[src/rtl/cim_mac_sequencer.sv]
// Column-by-column sequencer for the compute-in-memory MAC macro.
// Each column runs SETUP -> COMPUTE -> REPORT; all outputs are registered from the next state.
module cim_mac_sequencer #(
  parameter int unsigned SETUP_CYC = 1,
  parameter int unsigned MAC_CYC   = 2
) (
  input  logic        clk_inv,
  input  logic        rst_n,
  input  logic        cmd_valid,
  output logic        cmd_ready,
  input  logic [2:0]  cmd_col_start,
  input  logic [3:0]  cmd_col_count,
  input  logic [15:0] cmd_data,
  input  logic        abort,
  output logic        mac_en,
  output logic [7:0]  col_mux,
  output logic [15:0] data_in,
  output logic        res_valid,
  output logic [2:0]  res_col,
  output logic        done,
  output logic        cmd_err,
  output logic        busy
);

  typedef enum logic [1:0] {IDLE, SETUP, COMPUTE, REPORT} state_e;

  localparam logic [3:0] SETUP_LD = 4'(SETUP_CYC - 1);
  localparam logic [3:0] MAC_LD   = 4'(MAC_CYC - 1);

  state_e      state_q, state_d;
  logic [2:0]  ptr_q, ptr_d;
  logic [3:0]  remain_q, remain_d;
  logic [3:0]  cnt_q, cnt_d;
  logic [15:0] data_q, data_d;
  logic        err_d;
  logic        cmd_legal;

  logic        mac_en_q, res_valid_q, done_q, cmd_err_q, busy_q;
  logic [7:0]  col_mux_q;
  logic [2:0]  res_col_q;
  logic [7:0]  col_sel;

  assign cmd_legal = (cmd_col_count != 4'd0) && (cmd_col_count <= 4'd8);

  // One-hot decode of the column the next cycle will drive.
  for (genvar gi = 0; gi < 8; gi++) begin : g_col
    assign col_sel[gi] = (ptr_d == 3'(gi));
  end

  always_comb begin
    state_d  = state_q;
    ptr_d    = ptr_q;
    remain_d = remain_q;
    cnt_d    = cnt_q;
    data_d   = data_q;
    err_d    = 1'b0;
    case (state_q)
      IDLE: begin
        if (cmd_valid) begin
          if (cmd_legal) begin
            data_d   = cmd_data;
            ptr_d    = cmd_col_start;
            remain_d = cmd_col_count;
            cnt_d    = SETUP_LD;
            state_d  = SETUP;
          end else begin
            err_d = 1'b1;
          end
        end
      end
      SETUP: begin
        if (cnt_q == 4'd0) begin
          cnt_d   = MAC_LD;
          state_d = COMPUTE;
        end else begin
          cnt_d = cnt_q - 4'd1;
        end
      end
      COMPUTE: begin
        if (cnt_q == 4'd0) begin
          state_d = REPORT;
        end else begin
          cnt_d = cnt_q - 4'd1;
        end
      end
      REPORT: begin
        remain_d = remain_q - 4'd1;
        ptr_d    = ptr_q + 3'd1;
        cnt_d    = SETUP_LD;
        state_d  = (remain_q == 4'd1) ? IDLE : SETUP;
      end
      default: state_d = IDLE;
    endcase
    // Abort wins over every other transition of a running command.
    if (abort && (state_q != IDLE)) begin
      state_d = IDLE;
    end
  end

  always_ff @(posedge clk_inv or negedge rst_n) begin
    if (!rst_n) begin
      state_q     <= IDLE;
      ptr_q       <= 3'd0;
      remain_q    <= 4'd0;
      cnt_q       <= 4'd0;
      data_q      <= 16'd0;
      mac_en_q    <= 1'b1;
      col_mux_q   <= 8'd0;
      res_valid_q <= 1'b0;
      res_col_q   <= 3'd0;
      done_q      <= 1'b0;
      cmd_err_q   <= 1'b0;
      busy_q      <= 1'b0;
    end else begin
      state_q     <= state_d;
      ptr_q       <= ptr_d;
      remain_q    <= remain_d;
      cnt_q       <= cnt_d;
      data_q      <= data_d;
      mac_en_q    <= (state_d != COMPUTE);
      col_mux_q   <= (state_d == IDLE) ? 8'd0 : col_sel;
      res_valid_q <= (state_d == REPORT);
      res_col_q   <= (state_d == REPORT) ? ptr_d : res_col_q;
      done_q      <= (state_d == REPORT) && (remain_q == 4'd1);
      cmd_err_q   <= err_d;
      busy_q      <= (state_d != IDLE);
    end
  end

  assign cmd_ready = (state_q == IDLE);
  assign mac_en    = mac_en_q;
  assign col_mux   = col_mux_q;
  assign data_in   = data_q;
  assign res_valid = res_valid_q;
  assign res_col   = res_col_q;
  assign done      = done_q;
  assign cmd_err   = cmd_err_q;
  assign busy      = busy_q;

endmodule

[config.mk]
export PLATFORM = sky130hd
export DESIGN_NAME = cim_mac_sequencer
export DESIGN_NICKNAME = d
export VERILOG_FILES = /design/src/rtl/cim_mac_sequencer.sv
export SDC_FILE = /design/constraint.sdc
export NUM_CORES = 1
export LEC_CHECK = 0
export ABC_AREA = 1
export ABC_CLOCK_PERIOD_IN_PS = 2300
export CAP_MARGIN = 20
export CELL_PAD_IN_SITES_DETAIL_PLACEMENT = 0
export CELL_PAD_IN_SITES_GLOBAL_PLACEMENT = 1
export CORE_ASPECT_RATIO = 1.75
export CORE_MARGIN = 3
export CORE_UTILIZATION = 36
export DETAILED_ROUTE_END_ITERATION = 10
export PLACE_DENSITY = 0.79
export SLEW_MARGIN = 20
export SYNTH_ARGS = -nofsm -noshare
export SYNTH_HDL_FRONTEND = slang
export SYNTH_SLANG_ARGS = --single-unit
[constraint.sdc]
create_clock -name clk_inv -period 2.3 [get_ports clk_inv]
set_clock_uncertainty 0.15 [all_clocks]
set_input_delay 0.46 -clock clk_inv [delete_from_list [all_inputs] [get_ports clk_inv]]
set_output_delay 0.46 -clock clk_inv [all_outputs]
set_load 0.005 [all_outputs]
---- Word-level counts from Yosys, hierarchy flattened ----
Cells that the tools add are included.
storage, ports and cells
  bits in registers ....................... 45
  latch bits .............................. 0
  memory bits (writable) .................. 0
  bits in read-only memories .............. 0
  input port bits ......................... 27
  output and inout port bits .............. 33
  memories kept ........................... 0
operators by class
  add/sub/neg operators ................... 3
  multiply operators ...................... 0
  div/mod/pow operators ................... 0
  order comparisons ....................... 1
  equality and inequality tests ........... 16
  shift-type cells ........................ 0
  mux-type cells .......................... 22
  bitwise logic cells ..................... 0
  reduce and logical (&&, ||, !) cells .... 14
operator list
  operator                                                            count
  4-bit two-way mux                                                   6
  4-bit one-hot mux with 4 select lines                               1
  3-bit == test, second input constant                                4
  2-bit two-way mux                                                   5
  3-bit AND reduction                                                 3
  8-bit two-way mux                                                   1
  2-bit one-hot mux with 4 select lines                               1
  4-bit one-hot mux with 2 select lines                               1
  4-bit by 1-bit subtractor with 4-bit output, second input constant  2
  2-bit == test, second input constant                                3
  3-bit by 2-bit == test with 1-bit output, second input constant     2
  3-bit two-way mux                                                   2
  2-bit inequality test, second input constant                        3
  3-bit one-hot mux with 2 select lines                               1
  2-bit nonzero test                                                  3
  4-bit by 1-bit == test with 1-bit output, second input constant     1
  4-bit <= comparator, second input constant                          1
  2-bit zero test                                                     2
  4-bit zero test                                                     1
  1-bit two-way mux                                                   4
  4-bit nonzero test                                                  1
  3-bit by 1-bit adder with 3-bit output, second input constant       1
  3-bit by 1-bit == test with 1-bit output, second input constant     1
  1-bit logical AND                                                   3
  3 further kinds                                                     3

---- Longest topological paths before layout ----
  word-level depth ........................ 8
  depth in mapped cells ................... 12
  depth with buffers taken out ............ 11

---- Worst setup path before layout ----
OpenSTA, ideal clock, no wires.
  path type ............................... reg-to-reg
  start ................................... register state_q[0]
  end ..................................... register res_col_q[0] (netlist: res_col[0])
  library setup time ...................... 0.121 ns
  arrival ................................. 1.504 ns
  required time ........................... 2.029 ns
  path slack .............................. 0.525 ns
  cell stages (with the launch flop) ...... 13
  path buffers ............................ 1
  period minus slack after synthesis ...... 1.775 ns
  cells stage by stage .................... dfrtp_1 inv_1 ha_1 buf_4 nand2_1 inv_2 nand3_4 nand2_4 inv_4 nand2_4 nand2_4 nand2_1 o21ai_1
RTL lines
  element                                RTL line  RTL
  from (decl)                            30        state_e state_q, state_d;
  from (signal assigned)                 115       state_q <= state_d;
  2-bit zero test                        --
  via cmd_ready                          10        output logic cmd_ready,
  2-bit one-hot mux with 4 select lines  57        case (state_q)
  2-bit two-way mux                      95        if (abort && (state_q != IDLE)) begin
  via state_d[0]                         30
  2-bit == test                          123       res_col_q <= (state_d == REPORT) ? ptr_d : res_col_q;
  to (signal assigned)                   123
  to (decl)                              40        logic [2:0] res_col_q;
The timed path passes the listed nets, and every way through them passes these cells.
A chain may end at the register's enable or synchronous reset.

---- Final worst setup path ----
  start ................................... register state_q[0]
  end ..................................... output cmd_ready
between the ends
  longest elaborated chain between the ends .. 1
RTL lines
  element          RTL line  RTL
  2-bit zero test  130       assign cmd_ready = (state_q == IDLE);
  to (decl)        10
No other way between the ends.

==> results.toml <==
[routing]
num_vias = 1787
wirelength_um = 4789
drt_drc_violations_left = 0
firstDrtPassIters = 4
antenna_left = 0
post_drt_wl_per_cell_um = 12.25
first_iter_violations = 64
viasPerCell = 4.570

[yosys]
synth_cell_type_count = 32
synth_nets = 280
async_reset_ff_share_pct = 100.0
synth_edf_count = 0
synth_cells = 243
synth.ff_latch_count = 45
synth_warnings = 0
ys.flop_type = "dfrtp_1"
yosysSeqAreaShare_pct = 50.85
syn_area_per_cell_um2 = 9.124
syn_area_um2 = 2217

[worst_setup_path]
worstRegToRegCells = 7
worstSetupStartpointType = "flip-flop"
crit_family = "buffers and inverters"
worst_setup_path_end_kind = "primary output"
path_cells = "inv_2 > ha_1 > clkdlybuf4s50_1"
slowest_delay_ps = 510
r2r-end = "col_mux[0]$_DFF_PN0_"
reg2reg_from = "state_q[0]$_DFF_PN0_"
critPathArrivalTime_ps = 1540
path_class = "reg2out"
path_buf_inv = 2
crit_slowest_cell = "clkdlybuf4s50_1"
worst_ep_required_time_ps = 1690
worst-path-max-fanout = 5
r2r_slack_ps = 390

[clock_tree]
clock-root-buffer = "clkbuf_8"
cts_tree = "built"
cts_buffer_depth = 2
clk_latency_ps = 290
clkSinkCount = 45
htreeDepth = 2
clk_pin_slew_ps = 80
numCtsBuffers = 5

[die]
pin_count = 60
initial_core_util_pct = 37.42
dieWidth_um = 65.33
core_um2 = 5926
die-area_um2 = 7174
die_h_um = 109.8
rows = 37

[finish]
final_util_pct = 51.46
final_cells = 391
diodes = 0
final_cell_mix = "84 x nand2_1, 58 x clkdlybuf4s50_1, 44 x dfrtp_1"
seqCellArea_um2 = 1127
final_nets = 349
layout-drive-gt1-share_pct = 14.38
n_fill_cell = 605
multi_input_area_um2 = 972.2
final_common_cell = "nand2_1"
synthToLayoutAreaGrowth_pct = 37.53

[global_routing]
track_usage_pct = 14.28
grt_start_max_net_pins = 20
antenna_found_initial = 0
first_global_vias = 1790
grt_pass1_wl_um = 7935
overflow = 0

[worst_hold_path]
hold_depth = 2
hold_class = "reg2reg"
min_to = "data_in[2]$_DFFE_PN0P_"
worstHoldStart = "data_in[2]$_DFFE_PN0P_"

[sta]
rsz0062_at_grt = "no"
final_max_slew_viol_count = 0
layout_min_cycle_time_ps = 2147
max_freq_mhz = 465.7
fin_crit_sh_pct = 93.36
finalSetupViolations = 0
hold_viol_final = 0
fin_setup_tns_ps = 0
worst_pin_slew_ps = 323.1
max_slew_margin_pct = 78.46

[place]
place_inst = 382
place_congestion = 0.7979
portBuffers = 59
post-dp-hpwl_um = 3828

[outcome]
outcome = "complete, no violations"

[pwr]
p_leak_nw = 1.479
cellPowerDensity_nw_per_um2 = 1244
fin_total_pwr_mw = 3.793
peakVddDrop_uv = 449.4

[run]
cap_violations = 0
[state kept, by name, summed over array words and instances (netlist names)]
name / cells
state_q: 2
ptr_q: 3
done: 1
cmd_err: 1
mac_en: 1
res_col: 3
res_valid: 1
cnt_q: 4
data_in: 16
busy: 1
remain_q: 4
col_mux: 8
[layer usage]
| metal | wire length (um) | vias up | share of wire, % | global-route usage [%] |
|---|---|---|---|---|
| li1 | - | 904 | - | - |
| met1 | 1867 | 841 | 39 | 15.54 |
| met2 | 2637 | 37 | 55 | 26.90 |
| met3 | 210 | 5 | 4.4 | 2.863 |
| met4 | 73 | 0 | 1.5 | 4.896 |
| met5 | 0 | - | 0 | 0 |
[worst max path at each step]
stage | start | endpoint | slack (ps) | cells past startpoint
floorplan | state_q[0]$_DFF_PN0_ | res_col[0]$_DFFE_PN0P_ | 520 | 12
global placement | cmd_col_count[1] | col_mux[0]$_DFF_PN0_ | 180 | 10
detailed placement | cmd_col_count[1] | cnt_q[2]$_DFFE_PN0P_ | 190 | 8
CTS | state_q[0]$_DFF_PN0_ | cmd_ready | 90 | 3
global route | state_q[0]$_DFF_PN0_ | cmd_ready | 50 | 3
finish | state_q[0]$_DFF_PN0_ | cmd_ready | 150 | 3
[worst reg2reg max path, cell delays in order (launching register included)]
cell and delay [ps]:
dfrtp_1 450, inv_2 90, ha_1 380, inv_1 150, or2_2 340, nand2_2 110, nand2_2 80, nor2_1 100
[area by class of cell]
type	count	area share (%)
flip-flops and latches	45	36.97
multi-input cells	171	31.88
repair buffers	66	21.01
well taps	78	3.201
inverters	23	2.995
clock buffers	6	2.708
clock inverters	2	1.231
[through the flow]
stage | setup slack [ps] | hold WS [ps] | instance area (um2)
floorplan | 525.0 | 14.41 | 2217
global placement | 177.7 | 224.8 | 2919
detailed placement | 187.7 | 225.9 | 2919
CTS | 85.03 | 337.1 | 3049
global route | 48.82 | 349.7 | 3049
finish | 152.8 | 331.7 | 3049
[synth_stat cells (3+ instances only)]
cell	number	area share, %
inv_1	20	3.4
nand3_4	3	2.4
nand3_2	4	1.8
a21oi_1	4	0.90
o21ai_0	9	2.0
nand2_4	6	3.0
or2_2	3	0.85
nand4_1	3	0.85
nand3_1	10	2.3
nand2_1	84	14
buf_4	3	1.0
nor2_1	13	2.2
o21ai_1	3	0.68
nand2_2	4	1.1
dfrtp_1	44	50
ha_1	10	5.6
[power by group]
part,internal [mW],total [mW],leakage [nW],switching (mW)
clock network,0.353,0.618,0.0574,0.265
registers,1.10,1.28,0.582,0.176
logic,0.906,1.90,0.840,0.993
[timing repair]
item / CTS / global route
hold buffers: 1 / 0
endpoints found under the hold margin: 14 / 0
setup endpoints to repair: 0 / 1
setup buffers: 0 / 0
resized for setup: 0 / 1
[cell families after synthesis]
group                    count (synthesis)  share of synthesized area [%]
AND/OR/NAND/NOR                        136                          30.93
flip-flops                              45                          50.85
buffers and inverters                   27                          5.304
AO/OA/AOI/OAI                           23                          6.490
adder cells (fa/ha/maj)                 10                          5.643
XOR/XNOR                                 2                         0.7902
(Power assumes the default switching activity.)
